[config.mk]
export PLATFORM = sky130hd
export DESIGN_NAME = qspi_flash_ctrl_flat
export DESIGN_NICKNAME = d
export VERILOG_FILES = /design/src/rtl/qspi_flash_ctrl_if.sv /design/src/rtl/qspi_flash_ctrl.sv /design/src/flat_wrapper.sv
export SDC_FILE = /design/constraint.sdc
export NUM_CORES = 1
export LEC_CHECK = 0
export BUFFER_PORTS_ARGS = -buffer_cell sky130_fd_sc_hd__buf_2
export CORE_ASPECT_RATIO = 1.4
export CORE_MARGIN = 2
export CORE_UTILIZATION = 45
export CTS_CLUSTER_DIAMETER = 60
export DETAILED_ROUTE_END_ITERATION = 10
export PLACE_DENSITY = 0.72
export SYNTH_ARGS = -nofsm -noshare
export SYNTH_HDL_FRONTEND = slang
export SYNTH_SLANG_ARGS = --single-unit
export TNS_END_PERCENT = 10
[constraint.sdc]
create_clock -name clk -period 2.7 [get_ports clk]
set_clock_uncertainty 0.05 [all_clocks]
set_input_delay 0.27 -clock clk [delete_from_list [all_inputs] [get_ports clk]]
set_output_delay 0.27 -clock clk [all_outputs]
set_load 0.01 [all_outputs]
[src/rtl/qspi_flash_ctrl_if.sv]
// Bundle of the SPI front-end, backing-memory and log signals around the flash
// command sequencer. The master side is the sequencer, the slave side is its environment.
interface qspi_flash_ctrl_if;
  logic        spi_cs;
  logic        spi_cmd_strobe;
  logic        spi_byte_strobe;
  logic [7:0]  spi_byte;
  logic [7:0]  spi_byte_tx;
  logic        mem_rd_req;
  logic [23:0] mem_addr;
  logic        mem_rd_ack;
  logic [7:0]  mem_rd_data;
  logic        log_valid;
  logic [7:0]  log_cmd;
  logic [23:0] log_addr;

  modport master (
    input  spi_cs, spi_cmd_strobe, spi_byte_strobe, spi_byte, mem_rd_ack, mem_rd_data,
    output spi_byte_tx, mem_rd_req, mem_addr, log_valid, log_cmd, log_addr
  );

  modport slave (
    output spi_cs, spi_cmd_strobe, spi_byte_strobe, spi_byte, mem_rd_ack, mem_rd_data,
    input  spi_byte_tx, mem_rd_req, mem_addr, log_valid, log_cmd, log_addr
  );
endinterface

[src/rtl/qspi_flash_ctrl.sv]
// SPI flash emulator command sequencer: decodes opcodes, assembles the address,
// prefetches one byte ahead from backing memory and supplies the next byte to shift out.
module qspi_flash_ctrl #(
  parameter logic [23:0] JEDEC_ID   = 24'hEF4018,
  parameter logic [7:0]  STATUS_REG = 8'h00,
  parameter logic [7:0]  IDLE_TX    = 8'hFF
) (
  input  logic              clk,
  input  logic              reset,
  qspi_flash_ctrl_if.master bus
);
  typedef enum logic [3:0] {
    IDLE, ADDR2, ADDR1, ADDR0, DUMMY, READ, RDID, RDSR, IGNORE
  } state_t;

  localparam logic [7:0] OP_READ      = 8'h03;
  localparam logic [7:0] OP_FAST_READ = 8'h0B;
  localparam logic [7:0] OP_RDID      = 8'h9F;
  localparam logic [7:0] OP_RDSR      = 8'h05;

  state_t      state_q, state_d;
  logic [7:0]  tx_q, tx_d;
  logic        req_q, req_d;
  logic [23:0] addr_q, addr_d;
  logic [7:0]  pbuf_q, pbuf_d;
  logic        valid_q, valid_d;
  logic        loaded_q, loaded_d;
  logic        discard_q, discard_d;
  logic [1:0]  idx_q, idx_d;
  logic [7:0]  op_q, op_d;
  logic [15:0] hi_q, hi_d;
  logic        logv_q, logv_d;
  logic [7:0]  logc_q, logc_d;
  logic [23:0] loga_q, loga_d;

  always_comb begin
    state_d   = state_q;
    tx_d      = tx_q;
    req_d     = req_q;
    addr_d    = addr_q;
    pbuf_d    = pbuf_q;
    valid_d   = valid_q;
    loaded_d  = loaded_q;
    discard_d = discard_q;
    idx_d     = idx_q;
    op_d      = op_q;
    hi_d      = hi_q;
    logv_d    = 1'b0;
    logc_d    = logc_q;
    loga_d    = loga_q;

    // A return for a transaction the host has already abandoned is dropped.
    if (bus.mem_rd_ack && req_q) begin
      req_d = 1'b0;
      if (discard_q || bus.spi_cs) begin
        discard_d = 1'b0;
      end else begin
        pbuf_d  = bus.mem_rd_data;
        valid_d = 1'b1;
        addr_d  = addr_q + 24'd1;
      end
    end

    if (bus.spi_cs) begin
      state_d   = IDLE;
      tx_d      = IDLE_TX;
      idx_d     = 2'd0;
      valid_d   = 1'b0;
      loaded_d  = 1'b0;
      discard_d = req_d;
    end else begin
      unique case (state_q)
        IDLE: begin
          if (bus.spi_cmd_strobe && bus.spi_byte_strobe) begin
            logc_d = bus.spi_byte;
            loga_d = 24'd0;
            if (bus.spi_byte == OP_READ || bus.spi_byte == OP_FAST_READ) begin
              op_d    = bus.spi_byte;
              state_d = ADDR2;
            end else if (bus.spi_byte == OP_RDID) begin
              state_d = RDID;
              tx_d    = JEDEC_ID[23:16];
              idx_d   = 2'd0;
              logv_d  = 1'b1;
            end else if (bus.spi_byte == OP_RDSR) begin
              state_d = RDSR;
              tx_d    = STATUS_REG;
              logv_d  = 1'b1;
            end else begin
              state_d = IGNORE;
              tx_d    = IDLE_TX;
              logv_d  = 1'b1;
            end
          end
        end
        ADDR2: if (bus.spi_byte_strobe) begin
          hi_d[15:8] = bus.spi_byte;
          state_d    = ADDR1;
        end
        ADDR1: if (bus.spi_byte_strobe) begin
          hi_d[7:0] = bus.spi_byte;
          state_d   = ADDR0;
        end
        ADDR0: if (bus.spi_byte_strobe) begin
          addr_d   = {hi_q, bus.spi_byte};
          req_d    = 1'b1;
          valid_d  = 1'b0;
          loaded_d = 1'b0;
          logv_d   = 1'b1;
          logc_d   = op_q;
          loga_d   = {hi_q, bus.spi_byte};
          state_d  = (op_q == OP_FAST_READ) ? DUMMY : READ;
        end
        DUMMY: if (bus.spi_byte_strobe) state_d = READ;
        READ: begin
          // First byte of the data phase is pushed out as soon as it lands; later
          // bytes are handed over on each host strobe.
          if (valid_q && (bus.spi_byte_strobe || !loaded_q)) begin
            tx_d     = pbuf_q;
            valid_d  = 1'b0;
            req_d    = 1'b1;
            loaded_d = 1'b1;
          end else if (bus.spi_byte_strobe) begin
            tx_d     = IDLE_TX;
            loaded_d = 1'b1;
          end
        end
        RDID: if (bus.spi_byte_strobe) begin
          unique case (idx_q)
            2'd0:    begin tx_d = JEDEC_ID[15:8]; idx_d = 2'd1; end
            2'd1:    begin tx_d = JEDEC_ID[7:0];  idx_d = 2'd2; end
            default: begin tx_d = 8'h00;          idx_d = 2'd2; end
          endcase
        end
        RDSR:    tx_d = STATUS_REG;
        IGNORE:  tx_d = IDLE_TX;
        default: state_d = IDLE;
      endcase
    end
  end

  always_ff @(posedge clk) begin
    if (reset) begin
      state_q   <= IDLE;
      tx_q      <= IDLE_TX;
      req_q     <= 1'b0;
      addr_q    <= 24'd0;
      valid_q   <= 1'b0;
      loaded_q  <= 1'b0;
      discard_q <= 1'b0;
      idx_q     <= 2'd0;
      logv_q    <= 1'b0;
      logc_q    <= 8'd0;
      loga_q    <= 24'd0;
    end else begin
      state_q   <= state_d;
      tx_q      <= tx_d;
      req_q     <= req_d;
      addr_q    <= addr_d;
      valid_q   <= valid_d;
      loaded_q  <= loaded_d;
      discard_q <= discard_d;
      idx_q     <= idx_d;
      logv_q    <= logv_d;
      logc_q    <= logc_d;
      loga_q    <= loga_d;
    end
    pbuf_q <= pbuf_d;
    op_q   <= op_d;
    hi_q   <= hi_d;
  end

  assign bus.spi_byte_tx = tx_q;
  assign bus.mem_rd_req  = req_q;
  assign bus.mem_addr    = addr_q;
  assign bus.log_valid   = logv_q;
  assign bus.log_cmd     = logc_q;
  assign bus.log_addr    = loga_q;
endmodule

[src/flat_wrapper.sv]
// flat-port wrapper written by rule: the top's interface ports become plain ports
module qspi_flash_ctrl_flat 
#(
  parameter logic [23:0] JEDEC_ID   = 24'hEF4018,
  parameter logic [7:0]  STATUS_REG = 8'h00,
  parameter logic [7:0]  IDLE_TX    = 8'hFF
)
  (clk, reset, bus_spi_cs, bus_spi_cmd_strobe, bus_spi_byte_strobe, bus_spi_byte, bus_mem_rd_ack, bus_mem_rd_data, bus_spi_byte_tx, bus_mem_rd_req, bus_mem_addr, bus_log_valid, bus_log_cmd, bus_log_addr);
  qspi_flash_ctrl_if bus_i ();
  input  logic clk;
  input  logic reset;
  input wire logic [$bits(bus_i.spi_cs)-1:0] bus_spi_cs;
  input wire logic [$bits(bus_i.spi_cmd_strobe)-1:0] bus_spi_cmd_strobe;
  input wire logic [$bits(bus_i.spi_byte_strobe)-1:0] bus_spi_byte_strobe;
  input wire logic [$bits(bus_i.spi_byte)-1:0] bus_spi_byte;
  input wire logic [$bits(bus_i.mem_rd_ack)-1:0] bus_mem_rd_ack;
  input wire logic [$bits(bus_i.mem_rd_data)-1:0] bus_mem_rd_data;
  output wire logic [$bits(bus_i.spi_byte_tx)-1:0] bus_spi_byte_tx;
  output wire logic [$bits(bus_i.mem_rd_req)-1:0] bus_mem_rd_req;
  output wire logic [$bits(bus_i.mem_addr)-1:0] bus_mem_addr;
  output wire logic [$bits(bus_i.log_valid)-1:0] bus_log_valid;
  output wire logic [$bits(bus_i.log_cmd)-1:0] bus_log_cmd;
  output wire logic [$bits(bus_i.log_addr)-1:0] bus_log_addr;
  assign bus_i.spi_cs = bus_spi_cs;
  assign bus_i.spi_cmd_strobe = bus_spi_cmd_strobe;
  assign bus_i.spi_byte_strobe = bus_spi_byte_strobe;
  assign bus_i.spi_byte = bus_spi_byte;
  assign bus_i.mem_rd_ack = bus_mem_rd_ack;
  assign bus_i.mem_rd_data = bus_mem_rd_data;
  assign bus_spi_byte_tx = bus_i.spi_byte_tx;
  assign bus_mem_rd_req = bus_i.mem_rd_req;
  assign bus_mem_addr = bus_i.mem_addr;
  assign bus_log_valid = bus_i.log_valid;
  assign bus_log_cmd = bus_i.log_cmd;
  assign bus_log_addr = bus_i.log_addr;
  qspi_flash_ctrl #(.JEDEC_ID(JEDEC_ID), .STATUS_REG(STATUS_REG), .IDLE_TX(IDLE_TX)) u_core (.clk(clk), .reset(reset), .bus(bus_i));
endmodule
* After elaboration in Yosys (flattened, before gate mapping)
Cells that the tools add are included.
Widths: inputs -> output; s select.
** Word-level totals
- Flip-flop bits (word level) :: 107
- Input bits :: 22
- Output and inout bits :: 66
- Word-level logic and storage cells :: 126
** Operators by class
- $add $sub $neg :: 1
- Eq/ne operators :: 23
- Multiplexer cells :: 57
- Bitwise gates (word level) :: 3
- Reduce and logical (&&, ||, !) cells :: 27
** Operators by type and width (number)
- $mux 24 :: 7
- $mux 8 :: 9
- $pmux 24 s2 :: 1
- $pmux 8 s5 :: 1
- $mux 4 :: 8
- $add 24x1->24 const B :: 1
- $pmux 4 s6 :: 1
- $mux 1 :: 18
- $eq 4x3->1 const B :: 4
- $eq 8x4->1 const B :: 2
- $pmux 8 s2 :: 1
- $pmux 7 s2 :: 1
- $ne 2x2->1 const B :: 6
- $mux 2 :: 5
- $reduce_and 5->1 :: 2
- $reduce_bool 2->1 :: 5
- $reduce_and 3->1 :: 3
- $eq 4x2->1 const B :: 2
- $eq 8x2->1 const B :: 1
- $eq 8x3->1 const B :: 1
- $eq 8x8->1 const B :: 1
- $pmux 1 s2 :: 4
- $reduce_and 4->1 :: 2
- $reduce_and 6->1 :: 1
- other kinds (16) :: 24

* Logic depth before layout (Yosys ltp)
Gate-level depths: netlist of run 1.
- Depth in word-level cells :: 6
- Gate-level depth with buffers :: 8
- Gate-level depth less buffers :: 6

* Worst setup path before layout of run 1
Ideal clock, no wire load.
- Path kind :: flip-flop to flip-flop
- From :: register u_core.state_q[0]
- To :: register u_core.op_q[0] (enable)
- Library setup time :: 0.395 ns
- Arrival :: 1.845 ns
- Required time :: 2.255 ns
- Slack :: 0.410 ns
- Stages on the path, launching flop included :: 5
- Buffers on the path :: 1
- Clock period less this slack :: 2.290 ns
- Path through :: dfxtp_1 > buf_2 > nor4_2 > nand3_1 > nor4_1
** On the way
- Longest elaborated chain between the ends :: 2
** Ends and longest elaborated chain
- start, declared :: line qspi_flash_ctrl.sv:21 : state_t state_q, state_d;
- start signal, assigned :: line qspi_flash_ctrl.sv:156 : state_q <= state_d;
- $logic_not 4->1 :: line qspi_flash_ctrl.sv:72 : unique case (state_q)
- $reduce_and 4->1 (no line)
- end signal, assigned :: line qspi_flash_ctrl.sv:169 : op_q <= op_d;
- end, declared :: line qspi_flash_ctrl.sv:30 : logic [7:0] op_q, op_d;
No other way between the ends.
A chain may end at the register's enable or synchronous reset.

* Final worst setup path of run 1
- From :: register u_core.state_q[2]
- To :: register u_core.tx_q[4] (netlist: u_core.bus.spi_byte_tx[4])
** On the way
- Longest elaborated chain between the ends :: 3
- Elaborated cells on any way between the ends :: 12
- Classes of those cells :: eq/ne: 8; mux: 1; reduce/logical: 3
** Ends and longest elaborated chain
- $eq 4x3->1, or another cell as far along :: line qspi_flash_ctrl.sv:72
- $ne 3x2->1 (no line), or another cell as far along
- $reduce_and 5->1 (no line)
- end signal, assigned :: line qspi_flash_ctrl.sv:157 : tx_q <= tx_d;
- end, declared :: line qspi_flash_ctrl.sv:22 : logic [7:0] tx_q, tx_d;
Parallel ways exist; a longest one is shown, timed or not.

==> results.md, run 1 <==
* Final nets at 578
* CP Data Arrival Time at 2.29 ns
* RSZ-0062 raised after global routing: no
* Die width at 90.29 µm
* Final Slew Violations at 0
* Wire length per cell at 16.74 µm
* Die height at ~120 µm
* Worst setup margin at roughly 0.56 ns
* Initial DRC count at 250
* CP startpoint kind: flop
* Number of synthesized register bits at 107
* Total Wirelength at 11690 µm
* ANT nets after route at 0
* Reg2reg start: u_core.state_q[2]$_SDFFE_PP0P_
* Dpl cells at 682
* Syn nets at 498
* R2R cell count at 6
* Setup bufs post-CTS at 0
* Max_slew headroom at roughly 59%
* DRT Pass-1 Iters at 5
* PortBufs at 87
* EDFF count, synth at 32
* Post-synth top flop: dfxtp_1
* Clk sinks at 107
* Clock tree buffer depth at 2
* Synth Cell Area at 4691 µm²
* Outcome: finished, final reports clean
* Final min period at around 2.1 ns
* Setup CP Type: reg2reg
* Fin cells at around 700
* Final Hold Violating Endpoints at 0
* Hold_sp: bus_mem_rd_data[5]
* Ratio of total power to cell area at 570.3 nW/µm²
* Distinct cells, synth at 64
* Worst slack, placed at 0.6032 ns
* Clk pwr share at a little over two fifths
* # rows at 44
* Psw at around 720 µW
* Total GRT Usage at 20.90%
* Post-route cell area at approximately 5600 µm²
* Hold Buf Count CTS at 0
* Critical path peak fanout at 16
* Total CTS buffers at 9
* Fin crit share at 79.08%
* CTS Root Buffer Type: clkbuf_16
* Total power draw at 3.173 mW
* Post-DP HPWL at 8480 µm
* H-tree depth at 3
* Yosys warns at 0
* Initial antenna violation count at 0
* TNS Setup at 0 ns
* Initial Utilization at a little under half
* Largest net degree at the start of global routing at 58
* Cell internal pwr at about 2.4 mW
* Sequential fraction of the synthesis area at 52.49%
* Core Area at 10240 µm²
* GP Congestion at around 0.9
* Average vias per placed instance at 5.629
* Final setup viols at 0
* Worst EP required at 2.86 ns
* Worst IR Drop VDD at 0.0003149 V
* Worst Hold Path EP: u_core.pbuf_q[5]$_DFFE_PP_
* Post-CTS resize count at 0
* CTS tree: done
* # DRC at 0
* Final core occ at a little over half
* Share of cells above drive strength 1 at 24.11%
* Smallest hold slack at 0.04432 ns
* Sw frac at 22.84%
* Slew @ Worst Pin at 0.6167 ns
* GRT overflow at 0
* Area grow syn2layout at 18.62%
* Clk_lat worst skew at around 0.35 ns
* Avg Cell Area, Syn at 9.875 µm²
* Vias in the first global route at 3803
* Die ar. at 11270 µm²
* Synthesized instance count at 475
* R2R setup slack at 0.56 ns
* Highest clock rate at 468.4 MHz
* ANT cells at 0
* Reg2reg end: u_core.bus.spi_byte_tx[4]$_SDFFE_PP1P_
* First-pass GRT wire length at 18920 µm
* HP Class: in2reg
* Hold Path Depth at 1
* Crit path capture type: flop
* Sequential share of power at 52.5%
* Number of max-cap violations at 0
* Cell Area, Placed at 5251 µm²
* Fraction of registers with async set/reset at 0%
* Total number of vias at 3929
* P_leak at 2.088 nW
* IO Pins at 88
* Reg clk slew, reported paths at 0.07 ns
* Logic pwr share at 4.4%
-- cell families after synthesis --
family | synth area share [%]
AND/OR/NAND/NOR | 21.39
AO/OA/AOI/OAI | 15.66
flip-flops | 52.49
buffers and inverters | 3.734
XOR/XNOR | 4.295
multiplexers | 2.161
adder cells (fa/ha/maj) | 0.2667
-- worst max-delay path, cell delays in order, from the launching register on --
cell	delay, ns
dfxtp_1	0.60
nor2b_1	0.42
o211ai_1	0.18
a32oi_2	0.19
buf_4	0.24
nor4bb_1	0.23
o21ai_1	0.10
-- layout make-up --
class,count,area (µm²)
multi-input combinational,328,2053
fill,932,4676
inverter,10,37.54
clock inverter,7,87.58
tap,138,172.7
clock buffer,9,225.2
timing repair buffer,99,525.5
sequential,107,2462
-- per-layer routing --
| layer | part of all wire [%] | GRT usage, % | up-vias |
|---|---|---|---|
| met4 | 1.6 | 6.787 | 0 |
| met5 | 0 | 0 | - |
| li1 | - | - | 1893 |
| met3 | 5.8 | 3.932 | 13 |
| met1 | 40 | 24.78 | 1883 |
| met2 | 53 | 37.82 | 140 |
-- flip-flops by register name (all words and copies together), names as in the netlist --
| register | cells |
|---|---|
| u_core.discard_q | 1 |
| u_core.bus.spi_byte_tx | 8 |
| u_core.bus.log_cmd | 8 |
| u_core.bus.mem_addr | 24 |
| u_core.bus.log_addr | 24 |
| u_core.idx_q | 2 |
| u_core.loaded_q | 1 |
| u_core.pbuf_q | 8 |
| u_core.hi_q | 16 |
| u_core.bus.mem_rd_req | 1 |
| u_core.state_q | 4 |
| u_core.op_q | 8 |
| u_core.bus.log_valid | 1 |
| u_core.valid_q | 1 |
-- how the worst max path moves through the flow --
stage                                         startpoint                                endpoint  cells past startpoint
final                     u_core.state_q[2]$_SDFFE_PP0P_  u_core.bus.spi_byte_tx[4]$_SDFFE_PP1P_                      6
after global routing      u_core.state_q[2]$_SDFFE_PP0P_  u_core.bus.spi_byte_tx[4]$_SDFFE_PP1P_                      6
after CTS                 u_core.state_q[2]$_SDFFE_PP0P_  u_core.bus.spi_byte_tx[4]$_SDFFE_PP1P_                      6
after detailed placement  u_core.state_q[2]$_SDFFE_PP0P_  u_core.bus.spi_byte_tx[4]$_SDFFE_PP1P_                      6
after global placement                   bus_spi_byte[1]  u_core.bus.spi_byte_tx[4]$_SDFFE_PP1P_                      6
after floorplan           u_core.state_q[0]$_SDFFE_PP0P_                u_core.op_q[0]$_DFFE_PP_                      4
-- placed cells by master, fill, tap and decap left out, types with 12 or more instances in the layout --
cell	instances
buf_2	87
dfxtp_1	75
nor2_1	60
nand2_1	33
edfxtp_1	32
a21oi_1	30
nand3_1	25
a211oi_1	24
xor2_1	14
a22oi_1	12
buf_4	12
-- synth_stat cells (2+ instances only) --
cell | n | area share [%]
or2_1 | 3 | 0.40
nand3b_1 | 2 | 0.32
dfxtp_1 | 75 | 32
buf_2 | 11 | 1.2
and4_1 | 2 | 0.37
edfxtp_1 | 32 | 20
and3_1 | 4 | 0.53
nand2b_1 | 3 | 0.40
nor2_1 | 60 | 4.8
a21oi_1 | 30 | 3.2
nand2_1 | 33 | 2.6
a22oi_1 | 12 | 1.9
nor3_2 | 6 | 1.3
a211oi_1 | 24 | 3.8
xnor2_1 | 9 | 1.7
mux2i_1 | 9 | 1.9
and2_1 | 2 | 0.27
clkbuf_1 | 16 | 1.3
or2_2 | 2 | 0.27
o21ai_0 | 8 | 0.85
nor4b_2 | 2 | 0.64
nor2b_1 | 5 | 0.67
nand4_1 | 10 | 1.3
nor4_1 | 3 | 0.40
nor3_1 | 10 | 1.1
nand3_1 | 25 | 2.7
xor2_1 | 14 | 2.6
a221oi_1 | 4 | 0.75
nor4bb_1 | 3 | 0.64
nand4bb_1 | 2 | 0.48
or3_1 | 2 | 0.27
a31oi_1 | 7 | 0.93
o21ai_1 | 4 | 0.43
a21boi_0 | 2 | 0.32
inv_1 | 10 | 0.80
-- power groups by stage --
stage	registers (mW)	logic, mW	clock network (mW)
2_1_floorplan	1.71	0.0761	0
5_1_grt	1.67	0.154	1.45
3_3_place_gp	1.70	0.137	0
4_1_cts	1.67	0.140	1.40
6_report	1.67	0.139	1.37
3_5_place_dp	1.70	0.140	0
No activity file was read; power rests on OpenSTA's default activity.
==> inputs of run 2 (changes only) <==
ABC_AREA = 1   (was unset)
PLACE_DENSITY = 0.74   (was 0.72)
clock period = 1.8 ns   (was 2.7 ns; I/O delays follow)
==> run 2 against run 1 <==
  * Sequential power up 51%
  * Combinational power rose by 150%
  * Critical path depth grew 4
  * Critical path type unchanged
==> results.md, run 2 <==
* Most frequent cell after synthesis: nand2_1
* Total number of vias at 4618 (+18%)
* Met2 wire length at 7016 µm (+14%)
* CP Data Arrival Time at 1.92 ns (-0.37 ns)
* Die height at 126.2 µm (+1.1%)
* Distinct cells, synth at 35 (-45%)
* Yosys warns at 0 (unchanged)
* DRT Pass-1 Iters at 5 (unchanged)
* GP Congestion at 0.8892 (+0.14%)
* WP buf/inv at 3 (+2)
* Total power draw at 4.965 mW (+56%)
* Reg area at 2467 µm² (+0.20%)
* Ratio of total power to cell area at 819.1 nW/µm² (+44%)
* Outcome: finished, final reports clean
* CTS Root Buffer Type: clkbuf_16
* Filler cells at 922 (-1.1%)
* Clk_lat worst skew at 0.35 ns (about the same)
* Post-DP HPWL at 9573 µm (+13%)
* Share of cells above drive strength 1 at 24.53% (+0.42 points)
* Clock tree buffer depth at 2 (unchanged)
* Wire length per cell at 14.99 µm (-10%)
* Reg clk slew, reported paths at 0.07 ns (about the same)
* Top cells by area, synth: dfxtp_1 (31%), edfxtp_1 (20%), nand2_1 (11%)
* Reg2reg start: u_core.state_q[1]$_SDFFE_PP0P_
* # rows at 44 (unchanged)
* Largest net degree at the start of global routing at 33 (-43%)
* Average vias per placed instance at 5.272 (-6.3%)
* Vias in the first global route at 4399 (+16%)
* Synth Cell Area at 4800 µm² (+2.3%)
* Cell Chain, Critical Path: nor2_2, inv_2, nor2_8, inv_2, nand2_2, nand2_4, nor2_8, buf_6, nand3_1, a21oi_1
* Synth top cells by count: nand2_1 (138), dfxtp_1 (75), nor2_1 (65)
* Number of max-cap violations at 0 (unchanged)
* Worst EP required at 2.03 ns (-0.83 ns)
* Avg Cell Area, Syn at 7.868 µm² (-20%)
* Total CTS buffers at 9 (unchanged)
* Crit path capture type: flop
* PortBufs at 87 (unchanged)
* Met3 Routed Length at 851 µm (+25%)
* Final Slew Violations at 0 (unchanged)
* Initial DRC count at 402 (+61%)
* Syn nets at 633 (+27%)
* Hold_sp: bus_spi_byte[0]
* GRT overflow at 0 (unchanged)
* Core Area at 10410 µm² (+1.6%)
* CTS tree: done
* Metal-1 WL at 4931 µm (+5.7%)
* Number of synthesized register bits at 107 (unchanged)
* ANT cells at 0 (unchanged)
* First-pass GRT wire length at 20440 µm (+8.1%)
* Final nets at 756 (+31%)
* EDFF count, synth at 32 (unchanged)
* Clk sinks at 107 (unchanged)
* Die width at 91.29 µm (+1.1%)
* H-tree depth at 3 (unchanged)
* Final core occ at 58.25% (+3.9 points)
* Fin crit share at 94.04% (+15 points)
* DR top layer: met4
* Post-synth top flop: dfxtp_1
* CP top delay family: simple AND/OR/NAND/NOR gates
* CP startpoint kind: flop
* Final min period at 1.693 ns (-0.4424 ns)
* Setup CP Type: reg2reg
* Die ar. at 11520 µm² (+2.2%)
* Smallest hold slack at 0.1120 ns (+0.06773 ns)
* Setup crit start: u_core.state_q[1]$_SDFFE_PP0P_
* IO Pins at 88 (unchanged)
* Yosys top cell area share at 31.28% (-0.73 points)
* Worst IR Drop VDD at 0.0005552 V (+76%)
* TNS Setup at 0 ns (unchanged)
* # DRC at 0 (unchanged)
* Synthesized instance count at 610 (+28%)
* ANT nets after route at 0 (unchanged)
* Cell taking the most area after synthesis: dfxtp_1
* Sequential fraction of the synthesis area at 51.30% (-1.2 points)
* HP Class: in2reg
* Final Hold Violating Endpoints at 0 (unchanged)
* P_leak at 2.781 nW (+33%)
* Area grow syn2layout at 26.28%
* Fraction of registers with async set/reset at 0% (unchanged)
* Highest clock rate at 590.8 MHz (+26%)
* Max_slew headroom at 66.33% (+7.5 points)
* Final setup viols at 0 (unchanged)
* Total Wirelength at 13130 µm (+12%)
* Initial Utilization at 46.13% (+0.32 points)
* Total GRT Usage at 22.34% (+1.4 points)
* Commonest non-fill, non-tap cells in the layout: nand2_1 (134), buf_2 (87), dfxtp_1 (71)
* CP peak stage delay at 0.35 ns (-0.25 ns)
* Slew @ Worst Pin at 0.5044 ns (-0.1122 ns)
* Slowest cell on crit path: dfxtp_2
* Critical path peak fanout at 14 (-2)
* Most common cell after layout, fill and taps aside: nand2_1
* Area of the multi-input gates at 2042 µm² (-0.55%)
* Initial antenna violation count at 0 (unchanged)
[run 2: cell count changes after synthesis, moves of 14 or more]
cell	previous run	this run
o21ai_0	8	31
o21ai_1	4	18
nand2_1	33	138
inv_1	10	60
a211oi_1	24	0
nand3_1	25	55
[run 2: stage by stage]
step	setup WS [ns]	instances	cell area, µm²
global placement	0.03586	848	5549
finish	0.1074	876	6061
CTS	0.01835	874	5977
global route	-0.008243	876	6061
floorplan	0.06618	610	4805
detailed placement	0.03333	848	5549
[run 2: repair_timing]
item	CTS	global route
cloned	1	1
buffers inserted	0	1
resized for setup	1	21
pin swaps	1	3
endpoints found under the hold margin	9	0
setup endpoints to repair	1	47
hold buffers	9	0
[run 2: worst register-to-register path: stages, from the launching register on]
cell	delay, ns
dfxtp_2	0.35
nor2_2	0.18
inv_2	0.09
nor2_8	0.13
inv_2	0.07
nand2_2	0.07
nand2_4	0.10
nor2_8	0.17
buf_6	0.18
nand3_1	0.09
a21oi_1	0.15
[run 2: path summary, 6_finish.rpt]
check        slack (ns)  depth (start not counted)                                      to
max                0.11                         10    u_core.bus.log_addr[11]$_SDFFE_PP0P_
min                0.11                          1                u_core.hi_q[0]$_DFFE_PP_
max reg2reg        0.11                         10    u_core.bus.log_addr[11]$_SDFFE_PP0P_
min reg2reg        0.41                          2  u_core.bus.spi_byte_tx[2]$_SDFFE_PP1P_
[run 2: metal layers]
metal,up-vias,track usage (%)
li1,2268,-
met1,2140,23.45
met2,178,41.92
met3,32,5.084
met4,0,9.982
met5,-,0
[run 2: area by class of cell]
cell class	instances	share of cell area (%)
multi-input cells	414	33.69
clock inverters	4	0.9083
inverters	71	4.480
clock buffers	12	4.418
flip-flops and latches	107	40.71
well taps	138	2.849
repair buffers	130	12.94
[run 2: kinds of logic after synthesis]
kind of cell	Yosys count	synth area share, %
XOR/XNOR	6	1.095
buffers and inverters	91	7.925
AO/OA/AOI/OAI	110	12.44
adder cells (fa/ha/maj)	1	0.2606
AND/OR/NAND/NOR	295	26.98
flip-flops	107	51.30
[run 2: power by group]
part	leakage [nW]	internal [mW]	switching (mW)	total, mW
clock network	0.155	1.21	0.879	2.09
logic	1.73	0.128	0.216	0.344
registers	0.897	2.51	0.0210	2.53
total	2.78	3.85	1.12	4.96
==> inputs of run 3 (changes only) <==
CELL_PAD_IN_SITES_DETAIL_PLACEMENT = 0   (was unset)
CELL_PAD_IN_SITES_GLOBAL_PLACEMENT = 1   (was unset)
CORE_UTILIZATION = 37   (was 45)
PLACE_DENSITY = 0.81   (was 0.74)
==> run 3 against run 2 <==
  * Fmax barely moved
  * Sequential cell count unchanged
  * Cell count grew 1.4%
==> results.md, run 3 (same netlist as run 2, synthesis figures left out) <==
* Smallest hold slack at 0.1348 ns (+0.02275 ns)
* Most common cell after layout, fill and taps aside: nand2_1
* Final setup viols at 0 (unchanged)
* P_leak at 2.757 nW (-0.86%)
* Final min period at 1.692 ns (-0.0009250 ns)
* Cell internal pwr at 3.733 mW (-3.0%)
* Number of max-cap violations at 0 (unchanged)
* Max_slew headroom at 65.58% (-0.75 points)
* CTS tree: done
* Total CTS buffers at 9 (unchanged)
* Setup crit start: u_core.state_q[2]$_SDFFE_PP0P_
* Initial antenna violation count at 0 (unchanged)
* Total number of vias at 4532 (-1.9%)
* Number of cells on the critical path at 8 (-2)
* Wire length per cell at 15.39 µm (+2.7%)
* CP Data Arrival Time at 1.86 ns (-0.06 ns)
* IO Pins at 88 (unchanged)
* Worst EP required at 1.97 ns (-0.06 ns)
* Initial Utilization at 37.64% (-8.5 points)
* Reg clk slew, reported paths at 0.07 ns (about the same)
* Sequential share of power at 52.2% (+1.2 points)
* Logic pwr share at 7.0% (about the same)
* Clock tree buffer depth at 2 (unchanged)
* CP top delay family: compound AO/OA/AOI/OAI gates
* Outcome: finished, final reports clean
* Ratio of total power to cell area at 805.6 nW/µm² (-1.6%)
* Total GRT Usage at 19.94% (-2.4 points)
* R2R cell count at 8 (-2)
* Clk pwr share at 40.8% (-1.3 points)
* Final nets at 753 (-0.40%)
* Final Slew Violations at 0 (unchanged)
* Crit path capture type: flop
* R2R setup slack at 0.11 ns (about the same)
* Post-DP HPWL at 10320 µm (+7.8%)
* GRT overflow at 0 (unchanged)
* # rows at 49 (+11%)
* Total power draw at 4.842 mW (-2.5%)
* Clk_lat worst skew at 0.34 ns (about the same)
* Sw frac at 22.91% (+0.44 points)
* Area of the multi-input gates at 1992 µm² (-2.5%)
* First-pass GRT wire length at 21960 µm (+7.4%)
* GP Congestion at 0.8784 (-1.2%)
* Critical path capture point: u_core.bus.spi_byte_tx[1]$_SDFFE_PP1P_
* Slowest cell on crit path: dfxtp_1
* HP Class: in2reg
* Reg2reg start: u_core.state_q[2]$_SDFFE_PP0P_
* Total Wirelength at 13670 µm (+4.1%)
* PortBufs at 87 (unchanged)
* Clk sinks at 107 (unchanged)
* Reg area at 2466 µm² (about the same)
* Fin crit share at 93.98% (about the same)
* Worst IR Drop VDD at 0.0005022 V (-9.5%)
* Initial DRC count at 184 (-54%)
* # DRC at 0 (unchanged)
* Setup CP Type: reg2reg
* Commonest non-fill, non-tap cells in the layout: nand2_1 (136), buf_2 (87), dfxtp_1 (72)
* Die height at 138.8 µm (+10%)
* Vias in the first global route at 4569 (+3.9%)
* ANT nets after route at 0 (unchanged)
* Highest clock rate at 591.1 MHz (about the same)
* Psw at 1.109 mW (-0.57%)
* H-tree depth at 3 (unchanged)
* CTS Root Buffer Type: clkbuf_16
* Reg2reg end: u_core.bus.spi_byte_tx[1]$_SDFFE_PP1P_
* Core Area at 12750 µm² (+23%)
* Share of cells above drive strength 1 at 23.40% (-1.1 points)
* Final core occ at 47.14% (-11 points)
* RSZ-0062 raised after global routing: yes
* CP startpoint kind: flop
* CP peak stage delay at 0.39 ns (+0.04 ns)
* Slew @ Worst Pin at 0.5157 ns (+0.01126 ns)
* Critical path peak fanout at 7 (-7)
* Largest net degree at the start of global routing at 34 (+3.0%)
* ANT cells at 0 (unchanged)
* Die ar. at 13910 µm² (+21%)
* Area grow syn2layout at 25.23%
* Final Hold Violating Endpoints at 0 (unchanged)
* DRT Pass-1 Iters at 4 (-1)
* WP buf/inv at 3 (unchanged)
* Cell Chain, Critical Path: inv_1, nor2_1, inv_1, o21ai_1, buf_4, nor2_1, o21ai_0, nand3_1
* Average vias per placed instance at 5.104 (-3.2%)
* Filler cells at 1298 (+41%)
* Die width at 100.3 µm (+9.8%)
-- run 3: cell count changes in the layout (fill, tap and decap cells not counted), sizes merged --
cell,change
clkbuf,-1
nor2,-2
buf,-1
clkinvlp,-1
inv,+2
-- run 3: layout make-up --
| class | count | share of cell area [%] |
|---|---|---|
| well taps | 153 | 3.185 |
| clock inverters | 5 | 1.020 |
| multi-input cells | 412 | 33.14 |
| repair buffers | 129 | 13.28 |
| clock buffers | 11 | 3.872 |
| inverters | 71 | 4.475 |
| flip-flops and latches | 107 | 41.03 |
-- run 3: what timing repair did --
action | in CTS | in global routing
resized for setup | 0 | 12
hold endpoints to repair | 9 | 0
buffers inserted | 0 | 1
setup endpoints to repair | 0 | 35
hold buffers | 9 | 0
-- run 3: worst reg2reg max path, delay by kind of cell (launching register included) --
family | cells | cell delay, ns
AO/OA/AOI/OAI | 2 | 0.44
buffers and inverters | 3 | 0.31
flip-flops | 1 | 0.39
AND/OR/NAND/NOR | 3 | 0.38
-- run 3: stage by stage --
step	TNS, ns	area [µm²]	setup WS (ns)	std cells
2_1_floorplan	0	4805	0.06618	610
3_3_place_gp	-0.005399	5585	-0.0007813	862
3_5_place_dp	-0.02362	5585	-0.003128	862
4_1_cts	0	5969	0.06355	887
5_1_grt	-0.1300	6011	-0.04381	888
6_report	0	6011	0.1083	888
-- run 3: worst min-delay path by stage --
stage / startpoint / endpoint / slack [ns] / cells past startpoint
after floorplan: bus_spi_byte[0] / u_core.hi_q[0]$_DFFE_PP_ / 0.23 / 0
after global placement: bus_mem_rd_data[6] / u_core.pbuf_q[6]$_DFFE_PP_ / 0.31 / 1
after detailed placement: bus_mem_rd_data[0] / u_core.pbuf_q[0]$_DFFE_PP_ / 0.31 / 1
after CTS: bus_spi_byte[0] / u_core.hi_q[0]$_DFFE_PP_ / 0.12 / 1
after global routing: bus_spi_byte[7] / u_core.hi_q[15]$_DFFE_PP_ / 0.12 / 2
final: bus_spi_byte[0] / u_core.hi_q[0]$_DFFE_PP_ / 0.13 / 1
-- run 3: layer usage --
layer | vias up | track usage, % | part of all wire [%]
met3 | 31 | 3.377 | 4.8
met4 | 0 | 9.301 | 3.7
met5 | - | 0 | 0
met1 | 2105 | 21.44 | 38
li1 | 2258 | - | -
met2 | 138 | 37.02 | 54
-- run 3: power groups by stage --
stage	combinational [mW]	clock, mW	sequential [mW]
3_3_place_gp	0.318	0	2.58
5_1_grt	0.372	2.13	2.53
6_report	0.338	1.97	2.53
3_5_place_dp	0.322	0	2.58
4_1_cts	0.339	2.03	2.53
2_1_floorplan	0.163	0	2.60
